===== src/rtl/lm07_sample_scheduler_if.sv =====
// Host/reader signal bundle for the LM07 sample scheduler.
// The master view belongs to the scheduler; the slave view is the host plus the SPI reader.
`timescale 1ns/1ps
interface lm07_sample_scheduler_if;
    logic        ENABLE;
    logic [15:0] INTERVAL;
    logic        REQ;
    logic        RD_BUSY;
    logic        RD_DONE;
    logic [7:0]  RD_DATA;
    logic [7:0]  HI_LIMIT;
    logic [7:0]  LO_LIMIT;
    logic        RD_START;
    logic [7:0]  TEMP;
    logic        TEMP_VALID;
    logic        ACK;
    logic        ERR;
    logic        ALERT_HI;
    logic        ALERT_LO;
    logic [15:0] SAMPLE_CNT;

    modport master (
        input  ENABLE, INTERVAL, REQ, RD_BUSY, RD_DONE, RD_DATA, HI_LIMIT, LO_LIMIT,
        output RD_START, TEMP, TEMP_VALID, ACK, ERR, ALERT_HI, ALERT_LO, SAMPLE_CNT
    );

    modport slave (
        output ENABLE, INTERVAL, REQ, RD_BUSY, RD_DONE, RD_DATA, HI_LIMIT, LO_LIMIT,
        input  RD_START, TEMP, TEMP_VALID, ACK, ERR, ALERT_HI, ALERT_LO, SAMPLE_CNT
    );
endinterface


===== src/rtl/lm07_sample_scheduler.sv =====
// Merges periodic and on-demand temperature reads onto one SPI reader; latches results and alarms.
// REQ to RD_START in 2 cycles, RD_DONE to results in 1; waits for RD_BUSY low and coalesces repeat requests.
`timescale 1ns/1ps
module lm07_sample_scheduler #(
    parameter int TIMEOUT = 64,
    parameter int HYST    = 2
) (
    input  logic                          SYSCLK,
    input  logic                          RST,
    lm07_sample_scheduler_if.master       bus
);
    typedef enum logic [1:0] {IDLE, ISSUE, WAIT_DONE} state_t;

    localparam int TW = (TIMEOUT > 2) ? $clog2(TIMEOUT) : 1;
    // Abandon on the edge where the counter would become TIMEOUT-1.
    localparam logic [TW-1:0] TO_LAST = TW'(TIMEOUT - 2);
    localparam logic signed [8:0] HYST9 = 9'(HYST);

    state_t         state, state_nxt;
    logic           req_pend, per_pend, served_req;
    logic [15:0]    intv_cnt, intv_reload;
    logic [TW-1:0]  to_cnt;
    logic           launch, done_ok, done_to;
    logic signed [8:0] t_s, hi_s, lo_s, hi_clr, lo_clr;

    always_ff @(posedge SYSCLK) begin
        if (RST) state <= IDLE;
        else     state <= state_nxt;
    end

    always_comb begin
        state_nxt = state;
        launch    = 1'b0;
        done_ok   = 1'b0;
        done_to   = 1'b0;
        case (state)
            IDLE: begin
                if ((req_pend || per_pend) && !bus.RD_BUSY) begin
                    state_nxt = ISSUE;
                    launch    = 1'b1;
                end
            end
            ISSUE: state_nxt = WAIT_DONE;
            WAIT_DONE: begin
                if (bus.RD_DONE) begin
                    done_ok   = 1'b1;
                    state_nxt = IDLE;
                end else if (to_cnt == TO_LAST) begin
                    done_to   = 1'b1;
                    state_nxt = IDLE;
                end
            end
            default: state_nxt = IDLE;
        endcase
    end

    assign bus.RD_START = (state == ISSUE);
    assign intv_reload  = (bus.INTERVAL == 16'd0) ? 16'd0 : bus.INTERVAL - 16'd1;

    // Sign-extend to 9 bits so limit +/- HYST cannot wrap.
    assign t_s    = {bus.RD_DATA[7], bus.RD_DATA};
    assign hi_s   = {bus.HI_LIMIT[7], bus.HI_LIMIT};
    assign lo_s   = {bus.LO_LIMIT[7], bus.LO_LIMIT};
    assign hi_clr = hi_s - HYST9;
    assign lo_clr = lo_s + HYST9;

    always_ff @(posedge SYSCLK) begin
        if (RST) begin
            intv_cnt       <= '0;
            per_pend       <= 1'b0;
            req_pend       <= 1'b0;
            served_req     <= 1'b0;
            to_cnt         <= '0;
            bus.TEMP       <= '0;
            bus.TEMP_VALID <= 1'b0;
            bus.ACK        <= 1'b0;
            bus.ERR        <= 1'b0;
            bus.ALERT_HI   <= 1'b0;
            bus.ALERT_LO   <= 1'b0;
            bus.SAMPLE_CNT <= '0;
        end else begin
            bus.ACK <= 1'b0;
            bus.ERR <= 1'b0;

            // A periodic tick landing in the launch cycle stays pending for the next frame.
            if (!bus.ENABLE) begin
                intv_cnt <= '0;
                per_pend <= 1'b0;
            end else if (intv_cnt == 16'd0) begin
                per_pend <= 1'b1;
                intv_cnt <= intv_reload;
            end else begin
                intv_cnt <= intv_cnt - 16'd1;
                if (launch) per_pend <= 1'b0;
            end

            if (launch) begin
                served_req <= req_pend;
                req_pend   <= bus.REQ;
            end else if (bus.REQ) begin
                req_pend <= 1'b1;
            end

            if (state == ISSUE)          to_cnt <= '0;
            else if (state == WAIT_DONE) to_cnt <= to_cnt + 1'b1;

            if (done_ok) begin
                bus.TEMP       <= bus.RD_DATA;
                bus.TEMP_VALID <= 1'b1;
                bus.SAMPLE_CNT <= bus.SAMPLE_CNT + 16'd1;
                bus.ACK        <= served_req;
                if (t_s > hi_s)        bus.ALERT_HI <= 1'b1;
                else if (t_s < hi_clr) bus.ALERT_HI <= 1'b0;
                if (t_s < lo_s)        bus.ALERT_LO <= 1'b1;
                else if (t_s > lo_clr) bus.ALERT_LO <= 1'b0;
            end

            if (done_to) begin
                bus.ERR <= 1'b1;
                bus.ACK <= served_req;
            end
        end
    end
endmodule


===== src/flat_wrapper.sv =====
// flat-port wrapper written by rule: the top's interface ports become plain ports
module lm07_sample_scheduler_flat 
#(
    parameter int TIMEOUT = 64,
    parameter int HYST    = 2
)
  (SYSCLK, RST, bus_ENABLE, bus_INTERVAL, bus_REQ, bus_RD_BUSY, bus_RD_DONE, bus_RD_DATA, bus_HI_LIMIT, bus_LO_LIMIT, bus_RD_START, bus_TEMP, bus_TEMP_VALID, bus_ACK, bus_ERR, bus_ALERT_HI, bus_ALERT_LO, bus_SAMPLE_CNT);
  lm07_sample_scheduler_if bus_i ();
  input  logic SYSCLK;
  input  logic RST;
  input wire logic [$bits(bus_i.ENABLE)-1:0] bus_ENABLE;
  input wire logic [$bits(bus_i.INTERVAL)-1:0] bus_INTERVAL;
  input wire logic [$bits(bus_i.REQ)-1:0] bus_REQ;
  input wire logic [$bits(bus_i.RD_BUSY)-1:0] bus_RD_BUSY;
  input wire logic [$bits(bus_i.RD_DONE)-1:0] bus_RD_DONE;
  input wire logic [$bits(bus_i.RD_DATA)-1:0] bus_RD_DATA;
  input wire logic [$bits(bus_i.HI_LIMIT)-1:0] bus_HI_LIMIT;
  input wire logic [$bits(bus_i.LO_LIMIT)-1:0] bus_LO_LIMIT;
  output wire logic [$bits(bus_i.RD_START)-1:0] bus_RD_START;
  output wire logic [$bits(bus_i.TEMP)-1:0] bus_TEMP;
  output wire logic [$bits(bus_i.TEMP_VALID)-1:0] bus_TEMP_VALID;
  output wire logic [$bits(bus_i.ACK)-1:0] bus_ACK;
  output wire logic [$bits(bus_i.ERR)-1:0] bus_ERR;
  output wire logic [$bits(bus_i.ALERT_HI)-1:0] bus_ALERT_HI;
  output wire logic [$bits(bus_i.ALERT_LO)-1:0] bus_ALERT_LO;
  output wire logic [$bits(bus_i.SAMPLE_CNT)-1:0] bus_SAMPLE_CNT;
  assign bus_i.ENABLE = bus_ENABLE;
  assign bus_i.INTERVAL = bus_INTERVAL;
  assign bus_i.REQ = bus_REQ;
  assign bus_i.RD_BUSY = bus_RD_BUSY;
  assign bus_i.RD_DONE = bus_RD_DONE;
  assign bus_i.RD_DATA = bus_RD_DATA;
  assign bus_i.HI_LIMIT = bus_HI_LIMIT;
  assign bus_i.LO_LIMIT = bus_LO_LIMIT;
  assign bus_RD_START = bus_i.RD_START;
  assign bus_TEMP = bus_i.TEMP;
  assign bus_TEMP_VALID = bus_i.TEMP_VALID;
  assign bus_ACK = bus_i.ACK;
  assign bus_ERR = bus_i.ERR;
  assign bus_ALERT_HI = bus_i.ALERT_HI;
  assign bus_ALERT_LO = bus_i.ALERT_LO;
  assign bus_SAMPLE_CNT = bus_i.SAMPLE_CNT;
  lm07_sample_scheduler #(.TIMEOUT(TIMEOUT), .HYST(HYST)) u_core (.SYSCLK(SYSCLK), .RST(RST), .bus(bus_i));
endmodule

===== config.mk =====
export PLATFORM = sky130hd
export DESIGN_NAME = lm07_sample_scheduler_flat
export DESIGN_NICKNAME = d
export VERILOG_FILES = /design/src/rtl/lm07_sample_scheduler_if.sv /design/src/rtl/lm07_sample_scheduler.sv /design/src/flat_wrapper.sv
export SDC_FILE = /design/constraint.sdc
export NUM_CORES = 1
export LEC_CHECK = 0
export BUFFER_PORTS_ARGS = -buffer_cell sky130_fd_sc_hd__buf_2
export CAP_MARGIN = 20
export CORE_MARGIN = 2
export CORE_UTILIZATION = 35
export CTS_CLUSTER_DIAMETER = 60
export DETAILED_ROUTE_END_ITERATION = 7
export MAX_ROUTING_LAYER = met4
export PLACE_DENSITY = 0.66
export SYNTH_ARGS = -nofsm -noshare
export SYNTH_HDL_FRONTEND = slang
export SYNTH_SLANG_ARGS = --single-unit

===== constraint.sdc =====
create_clock -name SYSCLK -period 3.4 [get_ports SYSCLK]
set_input_delay 0.51 -clock SYSCLK [delete_from_list [all_inputs] [get_ports SYSCLK]]
set_output_delay 0.51 -clock SYSCLK [all_outputs]
set_load 0.05 [all_outputs]

==> flow_results.org <==
** Status
- Status :: finished clean

** Global route
- Number of global-route vias before repair :: 3,503
- Maximum number of pins on one net before global-route repair :: 37
- Leftover overflow at the end of global routing :: 0
- Initial antenna violation count :: 0
- Global-route usage over all layers :: 17.1%
- Wire length of the first global-routing pass :: 15,600 um

** STA
- Summed negative setup slack over all endpoints :: 0 ns
- Worst slew pin tran :: 0.745 ns
- Timing would allow up to 0.461 GHz.
- Final clock period utilization by the worst path :: 63.8%
- Minimum clock period :: 2.17 ns
- Worst rel slew slack :: 50.0%
- The final number of max-transition violations was 0.
- Setup repair after global routing left no endpoint under its margin.
- Final-report setup violation count :: 0
- The number of hold violations in the final report is 0.
- Clock skew on the completed layout was measured at 0.0132 ns.

** Routing
- The count of nets left with antenna violations once routing finished came out at 0.
- Wire length per cell :: 13.8 um
- For this run, the detailed router's first-pass iteration total came to 4.
- After the first detailed-routing iteration, the DRC count stood at 162.
- Vias :: 3,518
- Post-detailed-route DRC marker count :: 0
- The final layout contains routed wiring with a total length of 9220 um.
- Routed vias/inst :: 5.27

** Placement
- GP Congestion :: 0.897
- Number of buffer cells added on primary ports :: 75
- Placed Instances :: 659
- Sum of net half-perimeters after detailed placement :: 7280 um

** Power and ir drop
- For this design the static power due to leakage is 1.93 nW.
- Power spread over the standard cell area amounts to 486 nW/um^2.
- VDD IR max :: 0.000254 V

** Cells and area
- The area growth from synthesis to layout is 16.1%.
- Once layout is complete, the cells apart from fillers number 667.
- Number of filler cells placed in the layout :: 1,073
- In the final design database the tool counted 616 nets.
- Area of the multi-input gates :: 2460 um^2
- FF/Latch Area :: 1120 um^2
- Antenna Cells :: 0
- Of the cells placed in the final design, the portion with a size suffix greater than 1 is 17.5%.

** Min path
- For hold timing, the worst endpoint is u_core.req_pend.
- The worst hold path was traced through 3 stages.
- Hold Path Origin :: bus_REQ
- Class of the tightest hold or removal check :: primary input to flip-flop

** Logic synthesis
- Synth Warn # :: 0
- Fraction of synthesis flops using an asynchronous set or reset pin :: 0%
- Biggest area contributors in the synthesized netlist :: sky130_fd_sc_hd__dfxtp_1, sky130_fd_sc_hd__ha_1, sky130_fd_sc_hd__xor2_1, sky130_fd_sc_hd__xnor2_1, sky130_fd_sc_hd__nand2_1
- Leading cell types by count after synthesis :: sky130_fd_sc_hd__dfxtp_1, sky130_fd_sc_hd__nand2_1, sky130_fd_sc_hd__nor2_1
- Mean Syn Cell Area :: 8.14 um^2
- After synthesis, the largest area contributor takes up 30.1% of total cell area.
- Fraction of the yosys area taken by sequential cells :: 30.1%
- For this run, the leading register cell type out of synthesis is sky130_fd_sc_hd__dfxtp_1.
- In the synthesized netlist, the number of instances is 458.
- After synthesis the netlist holds a flip-flop and latch count of 56.
- Yosys mapped a number of flops with a built-in enable equal to 0.
- Cell with the most instances after synthesis :: sky130_fd_sc_hd__dfxtp_1
- Most area-hungry cell type in the Yosys netlist :: sky130_fd_sc_hd__dfxtp_1
- Netlist area before placement :: 3730 um^2
- The number of nets handed over by synthesis was 544.
- The netlist uses 46 different library cells.

** Setup path
- The critical path is of the flip-flop to flip-flop type.
- For the worst flop-to-flop path, the logic depth is 5.
- In this run the critical register-to-register path is launched from u_core.intv_cnt[2].
- Setup slack of the worst register-to-register path :: 1.23 ns
- STA classifies the critical path endpoint as a flip-flop.
- In this run the critical register-to-register path is captured at u_core.intv_cnt[6].
- Walking the worst path, the cells encountered are nor4_4, nand2b_1, or4b_4, a211oi_1, a211oi_2.
- Stage delay of the slowest cell on the critical path :: 0.63 ns
- STA classifies the critical path startpoint as a flip-flop.
- For this design, the slowest cell found on the critical path is sky130_fd_sc_hd__or4b_4.
- Data arrival time of the worst path :: 2.35 ns
- Data required time at the worst endpoint :: 3.58 ns
- Maximum fanout along the worst path :: 14

** Clock tree
- TritonCTS built the clock tree.
- In this run the post-CTS setup repair buffer count came out at 0.
- The number of clock buffers added by TritonCTS is 5.
- # H-tree levels :: 2
- Clock tree root buffer cell :: sky130_fd_sc_hd__clkbuf_8
- # clock sinks :: 56
- CTS hold repair buffers :: 0
- Max Root-Sink Buffers :: 2
- Worst-path clk slew :: 0.10 ns
- Gates resized during post-CTS repair numbered 0.
- Clk_lat worst skew :: 0.32 ns

** Floorplan
- Die W :: 107 um
- Pin placement for this block handled 76 I/O pins.
- Die area :: 11,500 um^2
- For this configuration, the core starts out at a cell density of 36.1%.
- In this run the core area contains 37 standard-cell rows.
- The floorplan step set the die height to 107 um.
- In this run the standard cell core region covers 10,300 um^2.

** Flow run
- Max-cap violations in this run came to 0.
-- power by group --
group	switching, mW	internal, mW
clock	0.233	0.151
combinational	0.520	0.402
sequential	0.0770	0.723
total	0.830	1.28
-- kinds of logic after synthesis --
family / synth area share, %
XOR/XNOR: 11.3
adder cells (fa/ha/maj): 13.4
multiplexers: 1.07
buffers and inverters: 4.06
flip-flops: 30.1
AND/OR/NAND/NOR: 28.7
AO/OA/AOI/OAI: 11.4
-- per-layer routing --
metal | vias to the layer above | track usage (%) | part of all wire (%)
li1 | 1760 | - | -
met1 | 1640 | 21.2 | 46
met2 | 102 | 28.1 | 47
met3 | 16 | 3.65 | 5.5
met4 | 0 | 4.92 | 2.0
met5 | - | - | 0
-- area by class of cell --
type | instances | area share (%)
Tap cell | 136 | 3.93
Inverter | 26 | 2.25
Multi-Input combinational cell | 364 | 56.7
Timing Repair Buffer | 77 | 9.01
Clock inverter | 3 | 0.607
Clock buffer | 5 | 1.59
Sequential cell | 56 | 25.9
-- placed cells by master, fill, tap and decap left out, types with 5 or more instances in the layout --
cell type and n:
sky130_fd_sc_hd__nand2_1 50, sky130_fd_sc_hd__nor4_1 5, sky130_fd_sc_hd__clkbuf_8 5, sky130_fd_sc_hd__dfxtp_1 56, sky130_fd_sc_hd__inv_1 26, sky130_fd_sc_hd__nand4_1 10
sky130_fd_sc_hd__nor3_1 10, sky130_fd_sc_hd__nor2b_1 8, sky130_fd_sc_hd__a21oi_1 36, sky130_fd_sc_hd__nor2_1 50, sky130_fd_sc_hd__and3_1 6, sky130_fd_sc_hd__nand3b_1 6
sky130_fd_sc_hd__ha_1 40, sky130_fd_sc_hd__o22ai_1 5, sky130_fd_sc_hd__nand2b_1 5, sky130_fd_sc_hd__buf_2 75, sky130_fd_sc_hd__o21ai_0 7, sky130_fd_sc_hd__xor2_1 25
sky130_fd_sc_hd__nand3_1 26, sky130_fd_sc_hd__xnor2_1 23
-- state kept, by name, indices dropped and copies added (netlist names) --
register and count:
u_core.bus.ACK 1, u_core.intv_cnt 16, u_core.bus.ALERT_HI 1, u_core.bus.TEMP 8
u_core.bus.ALERT_LO 1, u_core.per_pend 1, u_core.to_cnt 6, u_core.bus.TEMP_VALID 1
u_core.req_pend 1, u_core.state 2, u_core.bus.SAMPLE_CNT 16, u_core.served_req 1
u_core.bus.ERR 1
-- worst max path at each step --
stage	start	cells after the start	to
after floorplan	bus_LO_LIMIT[2]	10	u_core.bus.ALERT_LO
after global placement	bus_LO_LIMIT[3]	11	u_core.bus.ALERT_LO
after detailed placement	bus_LO_LIMIT[3]	11	u_core.bus.ALERT_LO
after CTS	u_core.intv_cnt[2]	5	u_core.intv_cnt[6]
after global routing	bus_LO_LIMIT[3]	11	u_core.bus.ALERT_LO
final	u_core.intv_cnt[2]	5	u_core.intv_cnt[6]
-- critical path, delay by kind of cell (launching register included) --
kind            cells  cell delay (ns)
flops               1             0.38
simple gates        3             1.30
compound gates      2             0.36
-- per-stage QoR --
step | cell area [um^2] | setup WS (ns) | hold WS (ns) | utilization, % | power [mW]
2_1_floorplan | 3730 | 1.27 | 0.450 | - | 1.54
3_3_place_gp | 4240 | 1.03 | 0.444 | 41.0 | 1.71
3_5_place_dp | 4240 | 0.942 | 0.451 | 41.0 | 1.73
4_1_cts | 4330 | 1.23 | 0.392 | 41.9 | 2.12
5_1_grt | 4330 | 1.01 | 0.389 | 41.9 | 2.28
6_report | 4330 | 1.23 | 0.399 | 41.9 | 2.11
No activity file was read; power rests on OpenSTA's default activity.
